File: src/rtl/round_ctrl.sv
// round_ctrl: per-frame round sequencer for the two-tank game.
// Gates keycodes, issues respawn pulses, keeps scores, runs respawn delay, declares winner.
//
// Ports:
//   frame_clk      frame-rate clock, all state changes on its rising edge
//   Reset          synchronous active-high reset
//   start          start/restart key (level, rising-edge detected)
//   pause          pause key (level, rising-edge detected), only with ROUND_PAUSE_EN
//   p1_hit/p2_hit  tank struck this frame (level)
//   p*_keycode_in  raw keycodes; p*_keycode gated keycodes (live only in PLAY)
//   p*_was_hit     one-frame respawn pulses to the tank movers
//   p*_score       per-player scores
//   winner         00 none, 01 tank 1, 10 tank 2
//   state          000 IDLE, 001 PLAY, 010 RESPAWN, 011 GAMEOVER, 100 PAUSED
//
// Build option: define ROUND_PAUSE_EN to add the pause port and PAUSED state.
module round_ctrl #(
  parameter int RESPAWN_FRAMES = 60,
  parameter int WIN_SCORE      = 5,
  parameter int SCORE_W        = 4
) (
  input  logic               frame_clk,
  input  logic               Reset,
  input  logic               start,
`ifdef ROUND_PAUSE_EN
  input  logic               pause,
`endif
  input  logic               p1_hit,
  input  logic               p2_hit,
  input  logic [7:0]         p1_keycode_in,
  input  logic [7:0]         p2_keycode_in,
  output logic [7:0]         p1_keycode,
  output logic [7:0]         p2_keycode,
  output logic               p1_was_hit,
  output logic               p2_was_hit,
  output logic [SCORE_W-1:0] p1_score,
  output logic [SCORE_W-1:0] p2_score,
  output logic [1:0]         winner,
  output logic [2:0]         state
);

  localparam int CNT_W =
    (RESPAWN_FRAMES > 1) ? $clog2(RESPAWN_FRAMES) : 1;
  localparam logic [CNT_W-1:0] CNT_LOAD =
    CNT_W'(RESPAWN_FRAMES - 1);
  localparam logic [SCORE_W-1:0] WIN =
    SCORE_W'(WIN_SCORE);

  typedef enum logic [2:0] {
    S_IDLE     = 3'b000,
    S_PLAY     = 3'b001,
    S_RESPAWN  = 3'b010,
    S_GAMEOVER = 3'b011,
    S_PAUSED   = 3'b100
  } state_t;

  state_t             st_q, st_d;
  logic [SCORE_W-1:0] s1_q, s1_d;
  logic [SCORE_W-1:0] s2_q, s2_d;
  logic [1:0]         win_q, win_d;
  logic               hit_q, hit_d;
  logic [CNT_W-1:0]   cnt_q, cnt_d;
  logic               start_q;
  logic               start_rise;

  assign start_rise = start & ~start_q;

`ifdef ROUND_PAUSE_EN
  logic pause_q;
  logic pause_rise;

  assign pause_rise = pause & ~pause_q;

  always_ff @(posedge frame_clk) begin
    if (Reset) pause_q <= 1'b0;
    else       pause_q <= pause;
  end
`endif

  always_ff @(posedge frame_clk) begin
    if (Reset) begin
      st_q    <= S_IDLE;
      s1_q    <= '0;
      s2_q    <= '0;
      win_q   <= 2'b00;
      hit_q   <= 1'b0;
      cnt_q   <= '0;
      start_q <= 1'b0;
    end else begin
      st_q    <= st_d;
      s1_q    <= s1_d;
      s2_q    <= s2_d;
      win_q   <= win_d;
      hit_q   <= hit_d;
      cnt_q   <= cnt_d;
      start_q <= start;
    end
  end

  always_comb begin
    st_d  = st_q;
    s1_d  = s1_q;
    s2_d  = s2_q;
    win_d = win_q;
    hit_d = 1'b0;
    cnt_d = cnt_q;
    case (st_q)
      S_IDLE: begin
        if (start_rise) begin
          st_d  = S_PLAY;
          s1_d  = '0;
          s2_d  = '0;
          win_d = 2'b00;
          hit_d = 1'b1;
        end
      end
      S_PLAY: begin
        // A hit in the spawn frame right after a pulse is dropped so
        // the respawn pulse can never be two frames long.
        if ((p1_hit | p2_hit) & ~hit_q) begin
          hit_d = 1'b1;
          if (p2_hit & ~p1_hit) s1_d = s1_q + 1'b1;
          if (p1_hit & ~p2_hit) s2_d = s2_q + 1'b1;
          if (s1_d == WIN) begin
            st_d  = S_GAMEOVER;
            win_d = 2'b01;
          end else if (s2_d == WIN) begin
            st_d  = S_GAMEOVER;
            win_d = 2'b10;
          end else begin
            st_d  = S_RESPAWN;
            cnt_d = CNT_LOAD;
          end
        end
`ifdef ROUND_PAUSE_EN
        else if (pause_rise) begin
          st_d = S_PAUSED;
        end
`endif
      end
      S_RESPAWN: begin
        if (cnt_q == '0) st_d = S_PLAY;
        else             cnt_d = cnt_q - 1'b1;
      end
      S_GAMEOVER: begin
        if (start_rise) st_d = S_IDLE;
      end
`ifdef ROUND_PAUSE_EN
      S_PAUSED: begin
        if (pause_rise) st_d = S_PLAY;
      end
`endif
      default: st_d = S_IDLE;
    endcase
  end

  assign p1_keycode = (st_q == S_PLAY) ? p1_keycode_in : 8'h00;
  assign p2_keycode = (st_q == S_PLAY) ? p2_keycode_in : 8'h00;
  assign p1_was_hit = hit_q;
  assign p2_was_hit = hit_q;
  assign p1_score   = s1_q;
  assign p2_score   = s2_q;
  assign winner     = win_q;
  assign state      = st_q;

endmodule
File: config.mk
export PLATFORM = sky130hd
export DESIGN_NAME = round_ctrl
export DESIGN_NICKNAME = d
export VERILOG_FILES = /design/src/rtl/round_ctrl.sv
export SDC_FILE = /design/constraint.sdc
export NUM_CORES = 1
export LEC_CHECK = 0
export CORE_ASPECT_RATIO = 2
export CORE_MARGIN = 2
export CORE_UTILIZATION = 45
export CTS_CLUSTER_SIZE = 28
export DETAILED_ROUTE_END_ITERATION = 12
export PLACE_DENSITY = 0.92
export SLEW_MARGIN = 30
export SYNTH_ARGS = -nofsm -noshare
export SYNTH_HDL_FRONTEND = slang
export SYNTH_SLANG_ARGS = --single-unit
File: constraint.sdc
create_clock -name frame_clk -period 3.6 [get_ports frame_clk]
set_input_delay 0.36 -clock frame_clk [delete_from_list [all_inputs] [get_ports frame_clk]]
set_output_delay 0.36 -clock frame_clk [all_outputs]
set_load 0.01 [all_outputs]
==> results of run 1 <==
[final timing paths]
| kind | startpoint | endpoint | slack [ps] | cells past startpoint |
|---|---|---|---|---|
| max reg2reg | state[0] | p2_score[1] | 1400 | 6 |
| min | cnt_q[5] | cnt_q[5] | 490 | 2 |
| min reg2reg | cnt_q[5] | cnt_q[5] | 490 | 2 |
| max | state[0] | p2_keycode[2] | 1230 | 3 |
[synth_stat cells, types with 2 or more instances]
cell type / number
sky130_fd_sc_hd__dfxtp_1: 20
sky130_fd_sc_hd__and2_1: 17
sky130_fd_sc_hd__nor2_1: 15
sky130_fd_sc_hd__a21oi_1: 11
sky130_fd_sc_hd__nand2_1: 10
sky130_fd_sc_hd__inv_1: 7
sky130_fd_sc_hd__clkbuf_1: 5
sky130_fd_sc_hd__ha_1: 4
sky130_fd_sc_hd__nor4_1: 4
sky130_fd_sc_hd__a31oi_1: 3
sky130_fd_sc_hd__nand2b_1: 3
sky130_fd_sc_hd__nor3_1: 3
sky130_fd_sc_hd__o21a_1: 3
sky130_fd_sc_hd__o21ai_0: 3
sky130_fd_sc_hd__or3_1: 3
sky130_fd_sc_hd__a21o_1: 2
sky130_fd_sc_hd__a21o_2: 2
sky130_fd_sc_hd__buf_4: 2
sky130_fd_sc_hd__nand2b_4: 2
sky130_fd_sc_hd__nand3_1: 2
sky130_fd_sc_hd__nand3b_1: 2
sky130_fd_sc_hd__nor4b_1: 2
sky130_fd_sc_hd__o21ai_2: 2
sky130_fd_sc_hd__o32ai_1: 2
sky130_fd_sc_hd__xnor2_1: 2
sky130_fd_sc_hd__xor2_1: 2
[power groups by stage]
stage | Clock (mW) | Sequential [mW] | Combinational, mW
floorplan | 0 | 0.254 | 0.126
global placement | 0 | 0.256 | 0.200
detailed placement | 0 | 0.257 | 0.209
CTS | 0.147 | 0.252 | 0.212
global route | 0.154 | 0.254 | 0.230
finish | 0.150 | 0.252 | 0.213
[state kept, by name (all words and copies together) (netlist names)]
register / flops
p1_was_hit: 1
start_q: 1
winner: 2
p2_score: 4
p1_score: 4
state: 2
cnt_q: 6
[cell type report]
type | instances | area share
Inverter | 7 | 0.01450
Tap cell | 29 | 0.02003
Multi-Input combinational cell | 120 | 0.4454
Sequential cell | 20 | 0.2210
Timing Repair Buffer | 50 | 0.2762
Clock buffer | 3 | 0.02279
[routing by layer]
| metal | vias up | share of wire |
|---|---|---|
| met4 | 0 | 0.016 |
| met3 | 6 | 0.050 |
| met2 | 47 | 0.59 |
| met5 | - | 0 |
| met1 | 631 | 0.35 |
| li1 | 637 | - |
[through the flow]
step           instances  hold slack [ps]  power [mW]  instance area, um^2
6_report             229            490.5      0.6153                 1812
3_5_place_dp         226            471.3      0.4665                 1770
2_1_floorplan        154            449.0      0.3804                 1267
4_1_cts              229            483.5      0.6115                 1812
3_3_place_gp         226            461.3      0.4562                 1770
5_1_grt              229            513.5      0.6381                 1812
[worst reg2reg max path, cell delays in order (launching register included)]
cell                      delay, ps
sky130_fd_sc_hd__dfxtp_1        430
sky130_fd_sc_hd__and2b_1        530
sky130_fd_sc_hd__nand2_1        360
sky130_fd_sc_hd__o21a_1         300
sky130_fd_sc_hd__a21o_2         240
sky130_fd_sc_hd__a22oi_1        140
sky130_fd_sc_hd__nor2_1          60
[cells by family (layout without fill, tap and decap cells)]
family          Yosys count  count (layout)
mux                       1               1
buf+inv                  14              60
fa+ha+maj                 4               4
xor+xnor                  4               4
flops                    20              20
compound gates           39              39
other cells               1               1
simple gates             71              71
[cells in the final DEF, fill, tap and decap left out, drive strengths merged]
| master | count |
|---|---|
| o21ai | 5 |
| or3 | 3 |
| and2 | 17 |
| a21o | 4 |
| xnor2 | 2 |
| xor2 | 2 |
| clkdlybuf4s50 | 50 |
| o32ai | 2 |
| nor3 | 4 |
| a31o | 1 |
| o31ai | 1 |
| o21bai | 1 |
| clkbuf | 3 |
| a221oi | 2 |
| or2 | 1 |
| nand2 | 10 |
| nand2b | 5 |
| dfxtp | 20 |
| and2b | 2 |
| a32o | 1 |
| mux2i | 1 |
| nand3b | 2 |
| o221ai | 1 |
| ha | 4 |
| o21a | 3 |
| a22oi | 1 |
| nor2 | 15 |
| a21oi | 11 |
| inv | 7 |
| conb | 1 |
| nand3 | 2 |
| nor2b | 1 |
| a31oi | 3 |
| a211oi | 1 |
| a32oi | 1 |
| and3b | 1 |
| nor4 | 6 |
| nor4b | 2 |
| o21ba | 1 |
==> key figures, run 1 <==
Placed design
  – HPWL after DPL: about 2.8 mm
  – # port buffers: 50
  – Last weighted congestion value of the routability-driven placer: about 0.95
  – Worst slack after detailed placement: 1211 ps

Final layout
  – Diodes inserted: 0
  – Register Area: 400.4 um^2
  – Fraction of final layout cells sized beyond drive strength 1: 0.08000
  – Nets: 227
  – P&R area growth vs syn: 42.94%
  – Utilization after layout: 0.6704
  – Total area of multi-input combinational cells: between 800 and 900 um^2
  – Count of filler cells inserted in the layout: 230

Worst setup path
  – Critical path type: reg -> out
  – Worst stage delay on the critical path: 570 ps
  – Startpoint class of the critical path: flop
  – Critical-path cell with the highest stage delay: sky130_fd_sc_hd__clkdlybuf4s50_1
  – Top cell family by delay on the critical path: simple AND/OR/NAND/NOR gates
  – Cells along the critical path: and2b_1, and2_1, clkdlybuf4s50_1
  – Type of element capturing the critical path: output port
  – Number of buffer and inverter instances along the worst setup path: 1
  – Critical path peak fanout: 23
  – Required arrival time at the worst endpoint: 3240 ps
  – Data arrival time of the worst path: 2010 ps

GRT
  – Initial antenna violation count: 0
  – Via count of the first global-routing pass: 1369
  – Maximum number of pins on one net before global-route repair: 24
  – Overall routing resource usage: 0.2277
  – Met2 track demand over resource: 0.4516
  – M3 GR Usage: 0.02955
  – GRT met1 Usage: 0.2150
  – Wire length of the first global-routing pass: 5.968 mm
  – Residual overflow from global routing: 0
  – Busiest layer in global routing: met2

Die
  – Die H: 79.06 um
  – Area enclosed by the die boundary: about 3300 um^2
  – Initial cell density of the core: 0.4690
  – Core Footprint: 2703 um^2
  – Top-level port count: 52
  – Floorplan die width: 41.53 um
  – Num rows: 27

Clock network
  – Cts bufs inserted: 3
  – Post-CTS clock slew at the launch and capture registers of the worst setup and hold paths: 80 ps
  – Depth of the CTS H-tree: 1
  – Clock Tree Root: sky130_fd_sc_hd__clkbuf_8
  – TritonCTS clock tree: yes
  – Post-CTS setup-driven buffer insertion count: 0
  – Insertion delay to the later sink of the worst-skew pair: approximately 260 ps
  – Gates resized, CTS repair: 0
  – Buffer levels on the longest clock path: 2
  – TritonCTS sink count: 20
  – Number of buffers inserted for hold repair after clock tree synthesis: 0

Power and ir drop
  – Switching power share of the total: 0.3204
  – Net Switching: 0.1971 mW
  – Clock share of power: 0.243
  – Reported leakage power: 0.6697 nW
  – Fraction of power consumed by sequential logic: 0.410
  – Power density of the placed cells: 339.6 nW/um^2
  – Worst IR Drop VDD: 231.5 uV
  – Internal: 0.4182 mW
  – Fraction of power consumed by combinational cells: 0.347

Synth
  – Yosys reg bits: 20
  – Post-Syn Area per Cell: 8.230 um^2
  – Warning count from the yosys run: 0
  – Adder and majority cell fraction of the synthesized area: 0.03949
  – Primary FF master, synth: sky130_fd_sc_hd__dfxtp_1
  – Async set-reset flop share out of synthesis: 0
  – Post-Synthesis Cell Area: between 1000 and 1500 um^2
  – Complex-gate fraction of the synthesized area: 0.2201
  – Cells taking the most area after synthesis: sky130_fd_sc_hd__dfxtp_1 32%, sky130_fd_sc_hd__and2_1 8.4%, sky130_fd_sc_hd__nor2_1 4.4%
  – Post-synthesis cell count: 154
  – Share of synthesized area occupied by flip-flops and latches: 0.3159
  – Synthesized net count: 179
  – Number of enable-type register cells in the synthesized netlist: 0
  – Portion of netlist area occupied by mux cells: 0.007897
  – Dominant combinational cell family by area after synthesis: simple AND/OR/NAND/NOR gates
  – Post-synthesis xor/xnor area fraction: 0.02764
  – Simple logic cell fraction of the synthesized area: 0.3386
  – Share of the synthesized area in the top cell type: 0.3159
  – Number of distinct library cells after synthesis: 47
  – Cell taking the most area after synthesis: sky130_fd_sc_hd__dfxtp_1

STA
  – Headroom to the max-slew limit: 0.4426
  – Unrepaired setup endpoints after global routing: no
  – Maximum achievable frequency: 0.4227 GHz
  – Worst-case clock skew: 6.828 ps
  – Setup ws final: 1234 ps
  – Final Hold Violating Endpoints: 0
  – Total setup violations reported at the end of the flow: 0
  – Slew Limit Fails: 0
  – Setup TNS: 0 ps
  – Clock period minus worst slack: approximately 2400 ps
  – Final period util: 0.6571
  – Slew at the pin closest to its max-slew limit: 833.5 ps

Flow run
  – Max_cap viols: 0

Route
  – First DRT Iteration DRCs: 37
  – Total wire length: approximately 3.6 mm
  – Number of vias after detailed routing: 1321
  – Pre-antenna DRT Iters: 4
  – Drt wl/cell: 15.88 um
  – Post-detailed-route DRC marker count: 0
  – Remaining number of nets flagged by the antenna check after routing: 0
  – Average vias per placed instance: slightly below 6

Run status
  – Result of the run: completed

Hold path
  – Worst min-delay path class: reg -> reg
No activity file was read; power rests on OpenSTA's default activity.
==> run 2: changes to the inputs <==
--- a/config.mk
+++ b/config.mk
@@ -7,10 +7,10 @@
 export LEC_CHECK = 0
 export CORE_ASPECT_RATIO = 2
 export CORE_MARGIN = 2
-export CORE_UTILIZATION = 45
+export CORE_UTILIZATION = 38
 export CTS_CLUSTER_SIZE = 28
 export DETAILED_ROUTE_END_ITERATION = 12
-export PLACE_DENSITY = 0.92
+export PLACE_DENSITY = 0.84
 export SLEW_MARGIN = 30
 export SYNTH_ARGS = -nofsm -noshare
 export SYNTH_HDL_FRONTEND = slang
==> constraint.sdc (replaced) <==
create_clock -name frame_clk -period 2 [get_ports frame_clk]
set_input_delay 0.2 -clock frame_clk [delete_from_list [all_inputs] [get_ports frame_clk]]
set_output_delay 0.2 -clock frame_clk [all_outputs]
set_load 0.01 [all_outputs]
==> key figures, run 2 (synthesis gave the netlist of run 1 again) <==
STA
  – Unrepaired setup endpoints after global routing: no
  – Clock period minus worst slack: roughly 1900 ps
  – Setup ws final: 97.14 ps (-1137 ps)
  – Headroom to the max-slew limit: 0.6182 (+0.1756)
  – Worst-case clock skew: 1.546 ps (-5.281 ps)
  – Slew Limit Fails: 0 (unchanged)
  – Final Hold Violating Endpoints: 0 (unchanged)
  – Total setup violations reported at the end of the flow: 0 (unchanged)
  – Slew at the pin closest to its max-slew limit: 572.6 ps (-260.8 ps)
  – Setup TNS: 0 ps (unchanged)
  – Fin Hold WS: 507.6 ps (+17.10 ps)
  – Final period util: 0.9514
  – Maximum achievable frequency: between 0.5 and 0.6 GHz

Final layout
  – Number of standard cells in the layout, taps in and fillers out: 245 (+7.0%)
  – Fraction of final layout cells sized beyond drive strength 1: 0.1589 (+0.07888)
  – Commonest non-fill, non-tap cells in the layout: 48 x sky130_fd_sc_hd__clkdlybuf4s50_1, 20 x sky130_fd_sc_hd__dfxtp_1, 17 x sky130_fd_sc_hd__and2_1, 15 x sky130_fd_sc_hd__nor2_1, 14 x sky130_fd_sc_hd__buf_4
  – Register with the most flip-flops: cnt_q
  – Flip-flop count of the largest register, all copies and words added: 6 (unchanged)
  – Register Area: 400.4 um^2 (unchanged)
  – P&R area growth vs syn: 53.41%
  – Total area of multi-input combinational cells: 827.0 um^2 (+2.5%)
  – Leading cell type in the layout, fill and taps excluded: sky130_fd_sc_hd__clkdlybuf4s50_1
  – Area of all placed cells without fillers: 1944 um^2 (+7.3%)
  – Diodes inserted: 0 (unchanged)
  – Count of filler cells inserted in the layout: 301 (+31%)
  – Nets: 241 (+6.2%)
  – Utilization after layout: 0.6089 (-0.06144)

Power and ir drop
  – Reported leakage power: 0.7603 nW (+14%)
  – Fraction of power consumed by sequential logic: 0.402 (-0.008)
  – Net Switching: 0.3452 mW (+75%)
  – Fraction of power consumed by combinational cells: 0.369 (+0.022)
  – Switching power share of the total: 0.3080 (-0.01240)
  – Power density of the placed cells: 576.4 nW/um^2 (+70%)
  – Internal: 0.7756 mW (+85%)
  – PnR Total Power: 1.121 mW (+82%)
  – Worst IR Drop VDD: 496.0 uV (+110%)
  – Clock share of power: 0.230 (-0.013)

GRT
  – Residual overflow from global routing: 0 (unchanged)
  – Maximum number of pins on one net before global-route repair: 24 (unchanged)
  – GRT met1 Usage: 0.1961 (-0.01891)
  – Wire length of the first global-routing pass: 5.761 mm (-3.5%)
  – Initial antenna violation count: 0 (unchanged)
  – Busiest layer in global routing: met2
  – Via count of the first global-routing pass: 1315 (-3.9%)
  – M3 GR Usage: 0.02737 (-0.002177)
  – Met2 track demand over resource: 0.3742 (-0.07739)
  – Overall routing resource usage: 0.1944 (-0.03327)

Placed design
  – Total instance count after detailed placement: 242 (+7.1%)
  – Worst slack after detailed placement: -215.2 ps (-1426 ps)
  – # port buffers: 50 (unchanged)
  – HPWL after DPL: 2.754 mm (-1.1%)
  – Last weighted congestion value of the routability-driven placer: 0.8999 (-5.3%)
  – Area of placed instances: 1878 um^2 (+6.1%)

Worst setup path
  – Type of element capturing the critical path: output port
  – Critical R2R Capture: cnt_q[5]
  – Startpoint class of the critical path: flop
  – Number of cells on the worst reg-to-reg path: 7 (+1)
  – Critical path type: reg -> out
  – Required arrival time at the worst endpoint: 1800 ps (-1440 ps)
  – Data arrival time of the worst path: 1700 ps (-310 ps)
  – Worst R2R Setup Slack: 120 ps (-1280 ps)
  – Worst setup path startpoint: state[1]
  – Worst R2R Start: p1_score[1]
  – Critical path peak fanout: 23 (unchanged)

Route
  – Drt wl/cell: 14.37 um (-9.5%)
  – Average vias per placed instance: 5.527 (-4.2%)
  – Remaining number of nets flagged by the antenna check after routing: 0 (unchanged)
  – First DRT Iteration DRCs: 22 (-41%)
  – Post-detailed-route DRC marker count: 0 (unchanged)
  – Total wire length: 3.521 mm (-3.2%)
  – Number of vias after detailed routing: 1354 (+2.5%)
  – Pre-antenna DRT Iters: 4 (unchanged)

Clock network
  – TritonCTS sink count: 20 (unchanged)
  – Post-CTS clock slew at the launch and capture registers of the worst setup and hold paths: 70 ps (about the same)
  – Number of buffers inserted for hold repair after clock tree synthesis: 0 (unchanged)
  – Buffer levels on the longest clock path: 2 (unchanged)
  – Clock Tree Root: sky130_fd_sc_hd__clkbuf_8
  – TritonCTS clock tree: yes
  – Cts bufs inserted: 3 (unchanged)
  – Depth of the CTS H-tree: 1 (unchanged)
  – Insertion delay to the later sink of the worst-skew pair: 250 ps (about the same)

Hold path
  – Worst min-delay path class: reg -> reg
  – Start point of the worst min-delay path: p1_score[3]
  – Worst min-delay path endpoint: p1_score[3]
  – Count of cells along the worst hold path: 2 (unchanged)

Die
  – Area enclosed by the die boundary: 3841 um^2 (+17%)
  – Die H: 85.68 um (+8.4%)
  – Core Footprint: 3193 um^2 (+18%)
  – Floorplan die width: 44.84 um (+8.0%)
  – Initial cell density of the core: 0.3969 (-0.07204)
  – Num rows: 29 (+7.4%)
  – Top-level port count: 52 (unchanged)

Flow run
  – Max_cap viols: 0 (unchanged)

Run status
  – Result of the run: completed
-- run 2: final cells by class --
type | instances | area share
repair buffers | 64 | 0.3140
multi-input cells | 120 | 0.4254
clock buffers | 3 | 0.02124
well taps | 31 | 0.01995
flip-flops and latches | 20 | 0.2059
inverters | 7 | 0.01351
-- run 2: power by group through the flow --
stage | registers, mW | logic [mW] | clock network [mW]
6_report | 0.450 | 0.414 | 0.257
5_1_grt | 0.454 | 0.449 | 0.284
4_1_cts | 0.447 | 0.411 | 0.263
3_5_place_dp | 0.456 | 0.406 | 0
3_3_place_gp | 0.455 | 0.395 | 0
2_1_floorplan | 0.457 | 0.228 | 0
-- run 2: critical path, cell delays in order, from the launching register on --
cell	delay (ps)
sky130_fd_sc_hd__dfxtp_1	310
sky130_fd_sc_hd__and2b_2	410
sky130_fd_sc_hd__and2_1	180
sky130_fd_sc_hd__clkdlybuf4s50_1	540
-- run 2: what timing repair did --
| item | in CTS | in global routing |
|---|---|---|
| endpoints found under the hold margin | 0 | 0 |
| cloned | 0 | 0 |
| endpoints found under the setup margin | 16 | 8 |
| resized for setup | 1 | 5 |
| buffers inserted | 0 | 0 |
-- run 2: how the worst max path moves through the flow --
| stage | to | slack, ps | cells past startpoint |
|---|---|---|---|
| 3_5_place_dp | cnt_q[5] | -220 | 8 |
| 6_report | p1_keycode[6] | 100 | 3 |
| 3_3_place_gp | winner[1] | -130 | 7 |
| 5_1_grt | p1_keycode[6] | 4 | 3 |
| 2_1_floorplan | winner[1] | 170 | 7 |
| 4_1_cts | cnt_q[5] | 20 | 8 |
-- run 2: routing by layer --
layer | part of all wire | vias up
li1 | - | 662
met1 | 0.38 | 649
met2 | 0.57 | 37
met3 | 0.035 | 6
met4 | 0.017 | 0
met5 | 0 | -
==> run 3: changes to the inputs <==
--- a/config.mk
+++ b/config.mk
@@ -11,7 +11,7 @@
 export CTS_CLUSTER_SIZE = 28
 export DETAILED_ROUTE_END_ITERATION = 12
 export PLACE_DENSITY = 0.84
-export SLEW_MARGIN = 30
+export SLEW_MARGIN = 0
 export SYNTH_ARGS = -nofsm -noshare
 export SYNTH_HDL_FRONTEND = slang
 export SYNTH_SLANG_ARGS = --single-unit
==> results of run 3 <==
The final DEF is identical to that of run 2; final timing and power are the same.
